===== src/rtl/serial_in_parallel_out.sv =====
// Serial-to-parallel deserializer: collects WIDTH serial bits into a word and
// presents it on a held parallel bus with a valid/ready handshake and sticky overflow.
module serial_in_parallel_out #(
  parameter int WIDTH     = 3,
  parameter bit MSB_FIRST = 1'b1
) (
  input  logic                     clk,
  input  logic                     reset,
  input  logic                     serial_in,
  input  logic                     serial_valid,
  input  logic                     frame_start,
  output logic [WIDTH-1:0]         parallel_out,
  output logic                     out_valid,
  input  logic                     out_ready,
  output logic                     overflow,
  output logic [$clog2(WIDTH)-1:0] bit_count
);

  localparam int CW = $clog2(WIDTH);
  localparam logic [CW-1:0] LAST_IDX = CW'(WIDTH - 1);

  logic [WIDTH-1:0] shreg_p0;
  logic [WIDTH-1:0] shreg_next;
  logic [WIDTH-1:0] word_p0;
  logic [CW-1:0]    count_next;
  logic             complete_p0;
  logic             take_p0;

  function automatic logic [WIDTH-1:0] insert_bit(input logic [WIDTH-1:0] base,
                                                  input logic b);
    if (MSB_FIRST) return {base[WIDTH-2:0], b};
    else           return {b, base[WIDTH-1:1]};
  endfunction

  // Collection stage: next shift state, counter and completion detect.
  always_comb begin
    shreg_next  = shreg_p0;
    count_next  = bit_count;
    complete_p0 = 1'b0;
    word_p0     = insert_bit(shreg_p0, serial_in);
    if (serial_valid) begin
      if (frame_start) begin
        shreg_next = insert_bit('0, serial_in);
        count_next = CW'(1);
      end else if (bit_count == LAST_IDX) begin
        complete_p0 = 1'b1;
        shreg_next  = word_p0;
        count_next  = '0;
      end else begin
        shreg_next = word_p0;
        count_next = bit_count + CW'(1);
      end
    end else if (frame_start) begin
      shreg_next = '0;
      count_next = '0;
    end
  end

  // A completed word is only accepted if the output slot is free or draining now.
  assign take_p0 = complete_p0 && (!out_valid || out_ready);

  // Output stage: held word, valid flag and sticky overflow.
  always_ff @(posedge clk) begin
    if (reset) begin
      shreg_p0     <= '0;
      bit_count    <= '0;
      parallel_out <= '0;
      out_valid    <= 1'b0;
      overflow     <= 1'b0;
    end else begin
      shreg_p0  <= shreg_next;
      bit_count <= count_next;
      if (take_p0) begin
        parallel_out <= word_p0;
        out_valid    <= 1'b1;
      end else if (complete_p0) begin
        overflow <= 1'b1;
      end else if (out_valid && out_ready) begin
        out_valid <= 1'b0;
      end
    end
  end

endmodule

===== config.mk =====
export PLATFORM = sky130hd
export DESIGN_NAME = serial_in_parallel_out
export DESIGN_NICKNAME = d
export VERILOG_FILES = /design/src/rtl/serial_in_parallel_out.sv
export SDC_FILE = /design/constraint.sdc
export NUM_CORES = 1
export LEC_CHECK = 0
export ABC_AREA = 1
export BUFFER_PORTS_ARGS = -buffer_cell sky130_fd_sc_hd__buf_4
export CAP_MARGIN = 20
export CELL_PAD_IN_SITES_DETAIL_PLACEMENT = 0
export CELL_PAD_IN_SITES_GLOBAL_PLACEMENT = 1
export CORE_AREA = 2 2 39 41
export CTS_BUF_LIST = sky130_fd_sc_hd__clkbuf_16
export CTS_CLUSTER_SIZE = 12
export DETAILED_ROUTE_END_ITERATION = 6
export DIE_AREA = 0 0 41 43
export HOLD_SLACK_MARGIN = 0.1
export PLACE_DENSITY_LB_ADDON = 0.1
export SLEW_MARGIN = 30
export SYNTH_ARGS = -nofsm -noshare
export SYNTH_HDL_FRONTEND = slang
export SYNTH_SLANG_ARGS = --single-unit

===== constraint.sdc =====
create_clock -name clk -period 1.2 [get_ports clk]
set_clock_uncertainty 0.1 [all_clocks]
set_input_delay 0.12 -clock clk [delete_from_list [all_inputs] [get_ports clk]]
set_output_delay 0.12 -clock clk [all_outputs]
set_load 0.05 [all_outputs]

* Word level (Yosys, flattened, before mapping)
Cells that the tools add are included.
** Storage, ports and cells
- Register bits :: 9
- Output and inout port bits :: 7
** Operators by class
- $add $sub $neg :: 1
- Equality and inequality tests :: 2
- Mux-type cells :: 13
- Bitwise operators :: 1
- Reduce and logical (&&, ||, !) cells :: 8
** Operators with widths (count)
- $mux 2 :: 7
- $mux 1 :: 6
- $reduce_and 2->1 :: 2
- $reduce_bool 2->1 :: 2
- $add 2x1->2 const B :: 1
- $eq 2x2->1 const B :: 1
- $logic_and 1x1->1 :: 2
- $ne 2x1->1 const B :: 1
- $logic_not 1->1 :: 1
- $logic_or 1x1->1 :: 1
- $not 1->1 :: 1

* Longest topological paths before layout
- Depth in word-level cells :: 7
- Gate-level depth with buffers :: 6

* Worst setup path before layout
No wires, ideal clock.
- Path type :: reg-to-reg
- Start :: reg out_valid
- End :: reg parallel_out[0]
- Setup time :: 0.113 ns
- Data arrival time :: 1.065 ns
- Data required time :: 0.987 ns
- Path slack :: -0.078 ns
- Stages on the path, launching flop included :: 6
- Cells stage by stage :: dfxtp_1 -> nand2_1 -> nand3_4 -> nand2_1 -> nand2_1 -> nor2_1
** Between the ends
- Word-level cells in the longest chain between the ends :: 3
** RTL lines
- from (decl) :: line 13 : output logic out_valid,
- from (signal assigned) :: line 68 : out_valid <= 1'b0;
- from (signal assigned) :: line 75 : out_valid <= 1'b1;
- from (signal assigned) :: line 79 : out_valid <= 1'b0;
- $logic_not 1->1 :: line 60 : assign take_p0 = complete_p0 && (!out_valid || out_ready);
- $logic_or 1x1->1 :: line 60
- $logic_and 1x1->1 :: line 60
- to (signal assigned) :: line 74 : parallel_out <= word_p0;
- to (decl) :: line 12 : output logic [WIDTH-1:0] parallel_out,
Every way passes these cells.
A chain may end at the register's enable or synchronous reset.

==> reports/metrics.json <==
{
  "synth_top_flop_cell": "sky130_fd_sc_hd__dfxtp_1",
  "p_int_mw": 0.776,
  "dpl_cell_area_um2": 479,
  "post_route_standard_cell_area_excluding_fillers_um2": 614,
  "timing.final.max_slew_violations": 0,
  "gr-usage-all-layers_pct": 11.4,
  "floorplan.io_pins": 13,
  "startpoint_type": "input pin",
  "timing.final.crit_period_ps": 1110,
  "route.vias.total": 364,
  "sequential_group_share_of_total_power_pct": 32.5,
  "crit_slowest_cell": "sky130_fd_sc_hd__dlygate4sd3_1",
  "run_status": "complete, no violations",
  "final-hold-violation-count": 0,
  "combinationalPowerShare_pct": 7.8,
  "fmax_mhz": 903,
  "clkSinkCount": 9,
  "layout.nets": 77,
  "grt_start_max_net_pins": 8,
  "syn_area_per_cell_um2": 7.46,
  "vdd_drop_max_uv": 864,
  "post-synth-top-area-fraction_pct": 49.3,
  "critical_path.max_stage_delay_ps": 530,
  "placeableCoreArea_mm2": 0.00138,
  "chipHeight_um": 43,
  "worst_skew_pair.late_latency_ps": 230,
  "fin_cells": 86,
  "clockPowerShare_pct": 59.7,
  "layout.core_utilization_pct": 44.4,
  "cts.path.max_buffers": 2,
  "critPathTopFamily": "buffers and inverters",
  "htree_levels": 1,
  "placement.io_buffers": 12,
  "drt-total-wl_um": 791,
  "setup_violations_final": 0,
  "clock-root-buffer": "sky130_fd_sc_hd__clkbuf_16",
  "drt_first_pass_iters": 4,
  "die-width_um": 41,
  "antenna_found_initial": 0,
  "netlist_area_um2": 365,
  "critical_path.endpoint_type": "flip-flop",
  "fin_setup_tns_ps": 0,
  "clk_pin_slew_worst_paths_ps": 40,
  "net-switching-power_mw": 0.184,
  "drc_violations": 0,
  "layout-drive-gt1-share_pct": 37.1,
  "path_buf_inv": 3,
  "syn_to_final_growth_pct": 68.2,
  "setup.worst_path.class": "in -> reg",
  "worst_slew_pin_slew_ps": 229,
  "dominant_cell_type_by_area_after_synthesis": "sky130_fd_sc_hd__dfxtp_1",
  "synth_top_cells_by_area": "sky130_fd_sc_hd__dfxtp_1 49%, sky130_fd_sc_hd__nand2_1 11%, sky130_fd_sc_hd__nor2_1 9.2%",
  "powerDensity_mw_per_mm2": 1560,
  "cts_tree": "yes",
  "synth_cell_types": 14,
  "synth_most_common_cell": "sky130_fd_sc_hd__nand2_1",
  "postSynthCellCount": 49,
  "power.switching_fraction_pct": 19.2,
  "worst_ep_required_time_ps": 1250,
  "timing.critical_path.arrival_ps": 1160,
  "wire_length_of_the_first_global_routing_pass_um": 1260,
  "synthesis.nets": 55,
  "grt-ovfl-total": 0,
  "critical_path.max_fanout": 6,
  "post_synth_most_frequent_cells": "11 x sky130_fd_sc_hd__nand2_1, 9 x sky130_fd_sc_hd__dfxtp_1, 9 x sky130_fd_sc_hd__nor2_1, 7 x sky130_fd_sc_hd__inv_1, 4 x sky130_fd_sc_hd__a21oi_1",
  "ys_ff_latch": 9,
  "post_synth_edffs": 0,
  "dieArea_mm2": 0.00176,
  "floorplan.initialDensity_pct": 26.4,
  "layout_worst_path_cycle_share_pct": 92.3,
  "gp_routability_congestion": 0.659,
  "detail_route.iter0.violations": 6,
  "rows": 14,
  "power_leakage_nw": 0.312,
  "cp_cell_sequence": "dlygate4sd3_1 > buf_4 > inv_1 > nand2_1 > nor3_1",
  "detailed_place_hpwl_um": 614,
  "cts_buffers": 3,
  "yosysSeqAreaShare_pct": 49.3,
  "rsz0062_at_grt": "no",
  "first_global_vias": 311,
  "via_per_inst": 4.23,
  "synthesis.yosys.warnings": 0,
  "antenna_violating_nets_post_route": 0,
  "drt-wirelength-per-cell_um": 9.20,
  "timing.max_slew.rel_slack_pct": 84.6,
  "postSynth.asyncResetShare_pct": 0,
  "num_antenna_cells": 0,
  "drv.max_cap_violation_count": 0,
  "hp-class": "in -> reg",
  "placed_cells_incl_taps": 77
}
## cells in the final DEF (no fill, tap or decap), types with 2 or more instances in the layout
cell type | Yosys | layout
sky130_fd_sc_hd__a21oi_1 | 4 | 4
sky130_fd_sc_hd__buf_4 | 0 | 13
sky130_fd_sc_hd__clkbuf_16 | 0 | 3
sky130_fd_sc_hd__dfxtp_1 | 9 | 6
sky130_fd_sc_hd__dfxtp_2 | 0 | 3
sky130_fd_sc_hd__dlygate4sd3_1 | 0 | 2
sky130_fd_sc_hd__inv_1 | 7 | 8
sky130_fd_sc_hd__nand2_1 | 11 | 11
sky130_fd_sc_hd__nor2_1 | 9 | 7
sky130_fd_sc_hd__nor2_2 | 1 | 3
## power groups by stage
stage,logic [mW],registers (mW),clock network [mW]
floorplan,0.0186,0.330,0
global placement,0.0627,0.317,0
detailed placement,0.0622,0.317,0
CTS,0.0700,0.313,0.586
global route,0.0821,0.313,0.612
finish,0.0746,0.313,0.574
## routing by layer
| layer | vias to the layer above | track usage, % | wire (um) |
|---|---|---|---|
| met5 | - | 0 | 0 |
| met4 | 0 | 4.00 | 0 |
| met3 | 0 | 9.42 | 71 |
| met2 | 11 | 15.3 | 380 |
| met1 | 162 | 13.2 | 339 |
| li1 | 191 | - | - |
## kinds of logic (layout without fill, tap and decap cells)
group	Yosys count	in the layout	share of synthesized area (%)
AND/OR/NAND/NOR	26	26	33.6
flip-flops	9	9	49.3
buffers and inverters	8	29	8.22
AO/OA/AOI/OAI	6	6	8.90
## stage by stage
| stage | setup slack [ps] | hold slack (ps) | power [mW] |
|---|---|---|---|
| 4_1_cts | 13.7 | 103 | 0.969 |
| 3_3_place_gp | 221 | 238 | 0.380 |
| 3_5_place_dp | 214 | 235 | 0.380 |
| 6_report | 92.1 | 79.6 | 0.961 |
| 2_1_floorplan | 114 | 81.7 | 0.349 |
| 5_1_grt | 38.5 | 106 | 1.01 |
## worst paths after layout
kind              depth (start not counted)          from         endpoint  slack, ps
setup / recovery                          5         reset     bit_count[1]         90
setup reg to reg                          4  bit_count[0]  parallel_out[0]        220
hold reg to reg                           2      overflow         overflow        350
hold / removal                            4   frame_start     bit_count[0]         80
## flip-flops by register name, summed over array words and instances (netlist names)
name / count
bit_count: 2
overflow: 1
out_valid: 1
shreg_p0: 2
parallel_out: 3
## final cells by class
| class | count | area, um^2 |
|---|---|---|
| Timing Repair Buffer | 17 | 141 |
| Clock buffer | 3 | 75.1 |
| Sequential cell | 9 | 184 |
| Tap cell | 16 | 20.0 |
| Inverter | 8 | 30.0 |
| Clock inverter | 1 | 3.75 |
| Multi-Input combinational cell | 32 | 160 |
| Fill cell | 149 | 769 |
## worst min-delay path: stages
cell,delay (ps)
sky130_fd_sc_hd__buf_4,100
sky130_fd_sc_hd__nor2_2,50
sky130_fd_sc_hd__nand2_1,50
sky130_fd_sc_hd__a21oi_1,50
## what timing repair did
item | in CTS | in global routing
endpoints found under the setup margin | 0 | 6
hold buffers | 3 | 0
buffers inserted | 0 | 2
hold endpoints to repair | 6 | 0
resized for setup | 0 | 4
Power figures use the tool's default switching activity.
